--- src/rtl/rx_frame_buffer_ctrl_if.sv ---
// Bus interface for rx_frame_buffer_ctrl: layer streams in, RX memory writes and slot status out.
// With RX_FRAME_TIMESTAMP_EN defined, the head-slot timestamp rx_head_ts is carried as well.
interface rx_frame_buffer_ctrl_if #(
  parameter int unsigned OCT        = 8,
  parameter int unsigned N_LAYER    = 3,
  parameter int unsigned SLOTS      = 4,
  parameter int unsigned SLOT_BYTES = 512
);
  localparam int unsigned SEL_W  = (N_LAYER > 1) ? $clog2(N_LAYER) : 1;
  localparam int unsigned SLOT_W = $clog2(SLOTS);
  localparam int unsigned OFF_W  = $clog2(SLOT_BYTES);
  localparam int unsigned ADDR_W = SLOT_W + OFF_W;
  localparam int unsigned LEN_W  = OFF_W + 1;

  logic [SEL_W-1:0]       layer_sel;
  logic [N_LAYER-1:0]     rx_layer_data_v;
  logic [N_LAYER*OCT-1:0] rx_layer_data;
  logic                   rx_release;
  logic                   mem_we;
  logic [ADDR_W-1:0]      mem_addr;
  logic [OCT-1:0]         mem_wdata;
  logic                   rx_irq;
  logic [SLOT_W:0]        rx_slot_count;
  logic [SLOT_W-1:0]      rx_head_slot;
  logic [LEN_W-1:0]       rx_head_len;
  logic [15:0]            rx_drop_cnt;
`ifdef RX_FRAME_TIMESTAMP_EN
  logic [31:0]            rx_head_ts;
`endif

  // Receive path / CPU side: drives streams and releases, observes buffer state
  modport master (
    output layer_sel, rx_layer_data_v, rx_layer_data, rx_release,
    input  mem_we, mem_addr, mem_wdata, rx_irq, rx_slot_count,
    input  rx_head_slot, rx_head_len, rx_drop_cnt
`ifdef RX_FRAME_TIMESTAMP_EN
    , input rx_head_ts
`endif
  );

  // Buffer controller side
  modport slave (
    input  layer_sel, rx_layer_data_v, rx_layer_data, rx_release,
    output mem_we, mem_addr, mem_wdata, rx_irq, rx_slot_count,
    output rx_head_slot, rx_head_len, rx_drop_cnt
`ifdef RX_FRAME_TIMESTAMP_EN
    , output rx_head_ts
`endif
  );
endinterface

--- src/rtl/rx_frame_buffer_ctrl.sv ---
// RX frame buffer controller: muxes one of N_LAYER byte streams per frame into a ring of
// SLOTS fixed-size slots, tracks per-slot length, raises rx_irq while frames are pending and
// drops (and counts) frames arriving with the ring full or exceeding SLOT_BYTES.
// Optional macro RX_FRAME_TIMESTAMP_EN adds a per-slot first-byte cycle timestamp (rx_head_ts).
module rx_frame_buffer_ctrl #(
  parameter int unsigned OCT        = 8,
  parameter int unsigned N_LAYER    = 3,
  parameter int unsigned SLOTS      = 4,
  parameter int unsigned SLOT_BYTES = 512
) (
  input logic                   RX_CLK,
  input logic                   rst_n,
  rx_frame_buffer_ctrl_if.slave bus
);
  localparam int unsigned SEL_W  = (N_LAYER > 1) ? $clog2(N_LAYER) : 1;
  localparam int unsigned SLOT_W = $clog2(SLOTS);
  localparam int unsigned OFF_W  = $clog2(SLOT_BYTES);
  localparam int unsigned ADDR_W = SLOT_W + OFF_W;
  localparam int unsigned LEN_W  = OFF_W + 1;
  localparam int unsigned CNT_W  = SLOT_W + 1;

  localparam logic [1:0] S_SKIP   = 2'd0;
  localparam logic [1:0] S_IDLE   = 2'd1;
  localparam logic [1:0] S_RECV   = 2'd2;
  localparam logic [1:0] S_COMMIT = 2'd3;

  logic [1:0]        state, state_nxt;
  logic [SEL_W-1:0]  sel_q, sel_nxt, sel_use;
  logic [LEN_W-1:0]  byte_cnt, byte_cnt_nxt;
  logic [SLOT_W-1:0] wr_ptr, rd_ptr, wr_slot;
  logic [CNT_W-1:0]  count, count_nxt, count_chk;
  logic [LEN_W-1:0]  len [SLOTS];
  logic [15:0]       drop_cnt;
  logic              dv;
  logic [OCT-1:0]    din;
  logic              wr_en, frame_start, drop_inc, commit, rel, full;
  logic [OFF_W-1:0]  wr_off;
  logic              mem_we_q;
  logic [ADDR_W-1:0] mem_addr_q;
  logic [OCT-1:0]    mem_wdata_q;
  logic              irq_q;

  // Stream mux: a frame start looks at the requested layer, the rest of the frame at the latched one
  always_comb begin
    sel_use = (state == S_IDLE || state == S_COMMIT) ? bus.layer_sel : sel_q;
    dv      = 1'b0;
    din     = '0;
    for (int k = 0; k < N_LAYER; k++) begin
      if (sel_use == SEL_W'(k)) begin
        dv  = bus.rx_layer_data_v[k];
        din = bus.rx_layer_data[k*OCT +: OCT];
      end
    end
  end

  // Slot bookkeeping: commit/release arithmetic and the full check on the post-commit count
  always_comb begin
    commit    = (state == S_COMMIT);
    rel       = bus.rx_release && (count != '0);
    count_chk = commit ? CNT_W'(count + CNT_W'(1)) : count;
    full      = (count_chk == CNT_W'(SLOTS));
    wr_slot   = commit ? SLOT_W'(wr_ptr + SLOT_W'(1)) : wr_ptr;
    count_nxt = CNT_W'(count + CNT_W'(commit) - CNT_W'(rel));
  end

  // Next-state and write-request logic
  always_comb begin
    state_nxt    = state;
    sel_nxt      = sel_q;
    byte_cnt_nxt = byte_cnt;
    wr_en        = 1'b0;
    wr_off       = '0;
    drop_inc     = 1'b0;
    frame_start  = 1'b0;
    case (state)
      S_SKIP: begin
        if (!dv) state_nxt = S_IDLE;
      end
      S_IDLE, S_COMMIT: begin
        state_nxt = S_IDLE;
        if (dv) begin
          sel_nxt = bus.layer_sel;
          if (full) begin
            state_nxt = S_SKIP;
            drop_inc  = 1'b1;
          end else begin
            state_nxt    = S_RECV;
            wr_en        = 1'b1;
            byte_cnt_nxt = LEN_W'(1);
            frame_start  = 1'b1;
          end
        end
      end
      S_RECV: begin
        if (!dv) begin
          state_nxt = S_COMMIT;
        end else if (byte_cnt == LEN_W'(SLOT_BYTES)) begin
          state_nxt = S_SKIP;
          drop_inc  = 1'b1;
        end else begin
          wr_en        = 1'b1;
          wr_off       = byte_cnt[OFF_W-1:0];
          byte_cnt_nxt = LEN_W'(byte_cnt + LEN_W'(1));
        end
      end
      default: state_nxt = S_SKIP;
    endcase
  end

  // State register; reset lands in S_SKIP so a frame in flight is ignored
  always_ff @(posedge RX_CLK or negedge rst_n) begin
    if (!rst_n) state <= S_SKIP;
    else        state <= state_nxt;
  end

  // Datapath registers: pointers, count, lengths, drop counter and the memory write port
  always_ff @(posedge RX_CLK or negedge rst_n) begin
    if (!rst_n) begin
      sel_q       <= '0;
      byte_cnt    <= '0;
      wr_ptr      <= '0;
      rd_ptr      <= '0;
      count       <= '0;
      drop_cnt    <= '0;
      irq_q       <= 1'b0;
      mem_we_q    <= 1'b0;
      mem_addr_q  <= '0;
      mem_wdata_q <= '0;
      for (int s = 0; s < SLOTS; s++) len[s] <= '0;
    end else begin
      sel_q    <= sel_nxt;
      byte_cnt <= byte_cnt_nxt;
      count    <= count_nxt;
      irq_q    <= (count_nxt != '0);
      mem_we_q <= wr_en;
      if (wr_en) begin
        mem_addr_q  <= {wr_slot, wr_off};
        mem_wdata_q <= din;
      end
      if (commit) begin
        len[wr_ptr] <= byte_cnt;
        wr_ptr      <= SLOT_W'(wr_ptr + SLOT_W'(1));
      end
      if (rel) rd_ptr <= SLOT_W'(rd_ptr + SLOT_W'(1));
      if (drop_inc && drop_cnt != 16'hFFFF) drop_cnt <= drop_cnt + 16'd1;
    end
  end

`ifdef RX_FRAME_TIMESTAMP_EN
  logic [31:0] cyc, ts_pend;
  logic [31:0] ts [SLOTS];

  // Free-running cycle counter; first-byte stamp held until the frame commits
  always_ff @(posedge RX_CLK or negedge rst_n) begin
    if (!rst_n) begin
      cyc     <= '0;
      ts_pend <= '0;
      for (int s = 0; s < SLOTS; s++) ts[s] <= '0;
    end else begin
      cyc <= cyc + 32'd1;
      if (frame_start) ts_pend <= cyc;
      if (commit) ts[wr_ptr] <= ts_pend;
    end
  end

  assign bus.rx_head_ts = ts[rd_ptr];
`endif

  assign bus.mem_we        = mem_we_q;
  assign bus.mem_addr      = mem_addr_q;
  assign bus.mem_wdata     = mem_wdata_q;
  assign bus.rx_irq        = irq_q;
  assign bus.rx_slot_count = count;
  assign bus.rx_head_slot  = rd_ptr;
  assign bus.rx_head_len   = len[rd_ptr];
  assign bus.rx_drop_cnt   = drop_cnt;
endmodule

--- src/flat_wrapper.sv ---
// flat-port wrapper written by rule: the top's interface ports become plain ports
module rx_frame_buffer_ctrl_flat 
#(
  parameter int unsigned OCT        = 8,
  parameter int unsigned N_LAYER    = 3,
  parameter int unsigned SLOTS      = 4,
  parameter int unsigned SLOT_BYTES = 512
)
  (RX_CLK, rst_n, bus_layer_sel, bus_rx_layer_data_v, bus_rx_layer_data, bus_rx_release, bus_mem_we, bus_mem_addr, bus_mem_wdata, bus_rx_irq, bus_rx_slot_count, bus_rx_head_slot, bus_rx_head_len, bus_rx_drop_cnt);
  rx_frame_buffer_ctrl_if #(.OCT(OCT), .N_LAYER(N_LAYER), .SLOTS(SLOTS), .SLOT_BYTES(SLOT_BYTES)) bus_i ();
  input logic RX_CLK;
  input logic rst_n;
  input wire logic [$bits(bus_i.layer_sel)-1:0] bus_layer_sel;
  input wire logic [$bits(bus_i.rx_layer_data_v)-1:0] bus_rx_layer_data_v;
  input wire logic [$bits(bus_i.rx_layer_data)-1:0] bus_rx_layer_data;
  input wire logic [$bits(bus_i.rx_release)-1:0] bus_rx_release;
  output wire logic [$bits(bus_i.mem_we)-1:0] bus_mem_we;
  output wire logic [$bits(bus_i.mem_addr)-1:0] bus_mem_addr;
  output wire logic [$bits(bus_i.mem_wdata)-1:0] bus_mem_wdata;
  output wire logic [$bits(bus_i.rx_irq)-1:0] bus_rx_irq;
  output wire logic [$bits(bus_i.rx_slot_count)-1:0] bus_rx_slot_count;
  output wire logic [$bits(bus_i.rx_head_slot)-1:0] bus_rx_head_slot;
  output wire logic [$bits(bus_i.rx_head_len)-1:0] bus_rx_head_len;
  output wire logic [$bits(bus_i.rx_drop_cnt)-1:0] bus_rx_drop_cnt;
  assign bus_i.layer_sel = bus_layer_sel;
  assign bus_i.rx_layer_data_v = bus_rx_layer_data_v;
  assign bus_i.rx_layer_data = bus_rx_layer_data;
  assign bus_i.rx_release = bus_rx_release;
  assign bus_mem_we = bus_i.mem_we;
  assign bus_mem_addr = bus_i.mem_addr;
  assign bus_mem_wdata = bus_i.mem_wdata;
  assign bus_rx_irq = bus_i.rx_irq;
  assign bus_rx_slot_count = bus_i.rx_slot_count;
  assign bus_rx_head_slot = bus_i.rx_head_slot;
  assign bus_rx_head_len = bus_i.rx_head_len;
  assign bus_rx_drop_cnt = bus_i.rx_drop_cnt;
  rx_frame_buffer_ctrl #(.OCT(OCT), .N_LAYER(N_LAYER), .SLOTS(SLOTS), .SLOT_BYTES(SLOT_BYTES)) u_core (.RX_CLK(RX_CLK), .rst_n(rst_n), .bus(bus_i));
endmodule
--- config.mk ---
export PLATFORM = sky130hd
export DESIGN_NAME = rx_frame_buffer_ctrl_flat
export DESIGN_NICKNAME = d
export VERILOG_FILES = /design/src/rtl/rx_frame_buffer_ctrl_if.sv /design/src/rtl/rx_frame_buffer_ctrl.sv /design/src/flat_wrapper.sv
export SDC_FILE = /design/constraint.sdc
export NUM_CORES = 1
export LEC_CHECK = 0
export BUFFER_PORTS_ARGS = -buffer_cell sky130_fd_sc_hd__buf_2
export CORE_ASPECT_RATIO = 0.6
export CORE_MARGIN = 5
export CORE_UTILIZATION = 37
export CTS_CLUSTER_SIZE = 20
export DETAILED_ROUTE_END_ITERATION = 10
export PLACE_DENSITY = 0.58
export RECOVER_POWER = 25
export REMOVE_ABC_BUFFERS = 1
export SLEW_MARGIN = 20
export SYNTH_ARGS = -nofsm -noshare
export SYNTH_HDL_FRONTEND = slang
export SYNTH_SLANG_ARGS = --single-unit
export TNS_END_PERCENT = 100
--- constraint.sdc ---
create_clock -name RX_CLK -period 2.8 [get_ports RX_CLK]
set_input_delay 0.14 -clock RX_CLK [delete_from_list [all_inputs] [get_ports RX_CLK]]
set_output_delay 0.14 -clock RX_CLK [all_outputs]
set_load 0.05 [all_outputs]
* Word-level counts from Yosys, hierarchy flattened *
Index checks and enable logic that the tools add are counted.

storage, ports and cells
  word-level logic and storage cells = 93
  bits of input ports = 32
  flip-flop bits (word level) = 98
  output and inout port bits = 52

cells by class
  bitwise logic cells = 2
  reductions and logical operators = 13
  eq/ne operators = 14
  add/subtract/negate cells = 7
  magnitude comparators = 3
  mux-type cells = 39

operators with widths
  cell                                                                    count
  10-bit 2-to-1 mux                                                       7
  40-bit bitwise mux                                                      1
  9-bit 2-to-1 mux                                                        3
  8-bit 2-to-1 mux                                                        3
  10-bit binary-select mux with 2-bit select                              1
  10-bit demux with 2-bit select                                          1
  10-bit case mux with 2 select lines                                     1
  16-bit by 1-bit adder with 16-bit output (second input constant)        1
  16-bit != test (second input constant)                                  1
  2-bit 2-to-1 mux                                                        7
  1-bit 2-to-1 mux                                                        11
  10-bit by 1-bit adder with 10-bit output (second input constant)        1
  10-bit equality test (second input constant)                            1
  2-bit equality test (second input constant)                             3
  3-bit greater-or-equal comparator (second input constant)               2
  2-bit != test (second input constant)                                   3
  2-bit NOT with 3-bit output                                             2
  2-bit case mux with 3 select lines                                      1
  3-bit nonzero test                                                      2
  5-bit AND reduction                                                     1
  2-bit by 1-bit adder with 2-bit output (second input constant)          2
  2-bit by 1-bit equality test with 1-bit output (second input constant)  2
  2-bit zero test                                                         2
  2-bit by 1-bit != test with 1-bit output (second input constant)        2
  other kinds (13)                                                        17

* Logic depth before layout (Yosys ltp) *
  depth after elaboration = 10
  depth in mapped cells = 10
  gate-level depth less buffers = 10

* Least setup slack after synthesis *
Ideal clock, no wire load.

  path kind = register -> register
  start = register u_core.count[1] (netlist: u_core.bus.rx_slot_count[1])
  end = register u_core.irq_q (netlist: u_core.bus.rx_irq)
  path buffers = 0
  slack = -6 ps
  period minus slack after synthesis = 2806 ps
  data required time = 2669 ps
  cell stages (with the launch flop) = 11
  data arrival time = 2675 ps
  path through = dfrtp_1 > inv_1 > ha_1 > a21boi_0 > ha_1 > inv_1 > ha_1 > fa_1 > xnor2_1 > xnor2_1 > or3_1

between the ends
  cells in the longest elaborated chain, start to end = 4

RTL lines
  element                                      RTL line                     source
  start: declaration                           rx_frame_buffer_ctrl.sv:31   logic [CNT_W-1:0] count, count_nxt, count_chk;
  start signal: assignment                     rx_frame_buffer_ctrl.sv:133  count <= count_nxt;
  3-bit nonzero test                           rx_frame_buffer_ctrl.sv:59   rel = bus.rx_release && (count != '0);
  1-bit logical AND                            rx_frame_buffer_ctrl.sv:59
  net u_core.rel                               rx_frame_buffer_ctrl.sv:36   logic wr_en, frame_start, drop_inc, commit, rel, full;
  3-bit by 1-bit subtractor with 3-bit output  rx_frame_buffer_ctrl.sv:63   count_nxt = CNT_W'(count + CNT_W'(commit) - CNT_W'(rel));
  net u_core.count_nxt[2]                      rx_frame_buffer_ctrl.sv:31
  3-bit nonzero test                           rx_frame_buffer_ctrl.sv:134  irq_q <= (count_nxt != '0);
  end signal: assignment                       rx_frame_buffer_ctrl.sv:134
  end: declaration                             rx_frame_buffer_ctrl.sv:41   logic irq_q;

The timed path passes the listed nets, and every way through them passes these cells.
A chain may end at the register's enable or synchronous reset.

* Worst setup path in the final report *
Same ends and word-level chain as after synthesis.

==> results.yml <==
clocking:
  cts-root-buf: "clkbuf_16"
  path_clk_slew_ns: 0.07
  clk_latency_ns: 0.34
  cts_max_path_buffers: 2
  cts_tree: "done"
  post_cts_buffers: 0
  ctsHtreeMaxLevel: 3
  cts-resized-gates: 0
  numCtsBuffers: 9
  cts_sinks: 98
grt:
  overflow: 0
  grt_max_degree: 57
  grt_pass1_vias: 3284
  grt_pass1_wl_um: 17700
  antenna_found_initial: 0
  grt.total_usage: 0.146
place:
  place_inst: 634
  place.gp.congestion: 0.785
  port_buffers: 83
  place_area_sq_um: 5260
  hpwlAfterDp_um: 7720
power_and_ir_drop:
  p_seq_frac: 0.369
  p_sw_mw: 2.47
  switching_share: 0.439
  cell_internal_pwr_mw: 3.15
  p_clk_frac: 0.212
  power_frac_comb: 0.420
  leakagePower_nw: 2.73
  peakVddDrop_mv: 0.571
  power_density_nw_per_um2: 1010
synthesis:
  async_flop_share: 1.00
  ys_seq_elements: 98
  ys_dominant_reg_cell: "dfrtp_1"
  synth.top_cell.area_share: 0.524
  yosysWarningCount: 0
  syn_area_per_cell_sq_um: 11.7
  netlist.top_cell.by_area: "dfrtp_1"
  yosys-top-cells-area: "dfrtp_1 (52%), mux2_2 (9.1%), mux4_2 (4.8%), nand2_1 (4.6%), xnor2_1 (3.0%)"
  synth_enable_flop_cells: 0
  synthCells: 400
  syn_area_sq_um: 4680
  ys_seq_area_frac: 0.524
  synth_cell_type_count: 49
die:
  rows: 31
  core-area_sq_um: 12200
  fp.dieW_um: 155
  ios: 84
  die-area_sq_um: 15100
  initial_utilization: 0.383
  die_h_um: 97.1
setup_path:
  cp-start-kind: "flip-flop"
  criticalPathCategory: "flip-flop to flip-flop"
  worstPathMaxFanout: 6
  crit_arrival_ns: 2.71
  end_kind: "flip-flop"
  worstPathRequired_ns: 3.03
route:
  vias: 3254
  wire_per_inst_um: 16.1
  drt_iter0_drc: 150
  drc_errors: 0
  vias_per_cell: 5.00
  drt_pass1_iterations: 4
  antenna_left: 0
  routed_wl_um: 10500
finish:
  register_area_sq_um: 2450
  final_nets: 525
  drive_gt1_frac: 0.325
  multi_input_area_sq_um: 2070
  stdcell_area_sq_um: 5540
  final_core_util: 0.453
  antennaDiodeCount: 0
  area_growth_pct: 18.5
  fill_cells: 1141
  layout.cells.non_filler: 651
  final_common_cell: "dfrtp_1"
  layout_common_cells: "dfrtp_1 (98), buf_2 (75), nand2_1 (57)"
timing:
  rsz0062_at_grt: "false"
  slew-limit-headroom: 0.0258
  min_period_ns: 2.48
  tightest_slew_ns: 1.46
  period_share: 0.886
  finalSetupTns_ns: 0
  finClkSkew_ns: 0.0100
  setup_viol: 0
  finalHoldViolations: 0
  fmax_ghz: 0.403
  finalMaxSlewViolations: 0
flow_run:
  maxCapViolations: 0
run_status:
  status: "finished clean"
hold_path:
  hold_class: "input pin to flip-flop"
-- synth_stat cells (3+ instances only) --
cell / instances
dfrtp_1: 98
nand2_1: 57
mux2_2: 38
nor2_1: 22
a21oi_1: 16
xnor2_1: 16
inv_1: 13
o21ai_0: 13
xor2_1: 13
ha_1: 11
mux4_2: 10
o21ai_1: 9
a22o_1: 8
clkbuf_1: 8
nor3_1: 7
buf_2: 5
nand3_1: 5
nand4_1: 4
nor4_1: 4
buf_1: 3
mux2i_1: 3
nor2b_1: 3
nor3b_1: 3
-- registers in the layout, indices dropped and copies added (netlist names) --
| name | count |
|---|---|
| u_core.len | 40 |
| u_core.bus.rx_drop_cnt | 16 |
| u_core.bus.mem_addr | 11 |
| u_core.byte_cnt | 10 |
| u_core.bus.mem_wdata | 8 |
| u_core.bus.rx_slot_count | 3 |
| u_core.bus.rx_head_slot | 2 |
| u_core.sel_q | 2 |
| u_core.state | 2 |
| u_core.wr_ptr | 2 |
| u_core.bus.mem_we | 1 |
| u_core.bus.rx_irq | 1 |
-- what timing repair did --
action | CTS | global route
hold buffers | 1 | 0
setup endpoints to repair | 0 | 0
endpoints found under the hold margin | 55 | 0
-- power groups by stage --
stage	Clock, mW	Sequential [mW]	Combinational, mW
after CTS	1.22	2.07	2.39
after global placement	0	2.08	2.33
final	1.19	2.07	2.36
after global routing	1.27	2.13	2.57
after detailed placement	0	2.10	2.38
after floorplan	0	2.53	1.27
-- cell families (layout without fill, tap and decap cells) --
kind of cell	Yosys count	count (layout)	synth area share
XOR/XNOR	29	29	0.0543
multiplexers	53	53	0.152
AO/OA/AOI/OAI	54	54	0.0722
AND/OR/NAND/NOR	121	121	0.131
flip-flops	98	98	0.524
adder cells (fa/ha/maj)	12	12	0.0337
buffers and inverters	33	119	0.0326
-- worst max-delay path, stage by stage, from the launching register on --
cell and delay (ns):
dfrtp_1 0.45, inv_1 0.12, ha_1 0.20, a21boi_0 0.24
ha_1 0.16, inv_1 0.04, ha_1 0.19, fa_1 0.39
xnor2_1 0.15, xnor2_1 0.14, or3_1 0.30
-- per-layer routing --
| metal | track usage | vias to the layer above | wire [um] |
|---|---|---|---|
| li1 | - | 1557 | - |
| met2 | 0.208 | 52 | 4580 |
| met5 | 0 | - | 0 |
| met1 | 0.221 | 1637 | 5350 |
| met4 | 0.0407 | 0 | 132 |
| met3 | 0.0360 | 8 | 379 |
-- final timing paths --
kind,startpoint,to,slack (ns),cells past startpoint
max,u_core.bus.rx_slot_count[1],u_core.bus.rx_irq,0.32,10
min,bus_rx_layer_data[12],u_core.bus.mem_wdata[4],0.06,3
max reg2reg,u_core.bus.rx_slot_count[1],u_core.bus.rx_irq,0.32,10
min reg2reg,u_core.len[11],u_core.len[11],0.48,2
max in group asynchronous,rst_n,u_core.len[1],1.23,3
min in group asynchronous,rst_n,u_core.bus.rx_drop_cnt[0],0.69,2
-- layout make-up --
class / count / share of cell area
Timing Repair Buffer: 90 / 0.0856
Sequential cell: 98 / 0.443
Inverter: 13 / 0.00881
Tap cell: 165 / 0.0373
Multi-Input combinational cell: 269 / 0.374
Clock inverter: 7 / 0.0111
Clock buffer: 9 / 0.0407
-- metrics by stage --
| step | setup WS [ns] | total power [mW] | hold slack, ns |
|---|---|---|---|
| detailed placement | 0.300 | 4.48 | 0.254 |
| global placement | 0.427 | 4.41 | 0.255 |
| global route | 0.0834 | 5.97 | 0.0646 |
| floorplan | -0.157 | 3.80 | -0.156 |
| finish | 0.320 | 5.62 | 0.0637 |
| CTS | 0.294 | 5.69 | 0.0516 |
No activity file was read; power rests on OpenSTA's default activity.
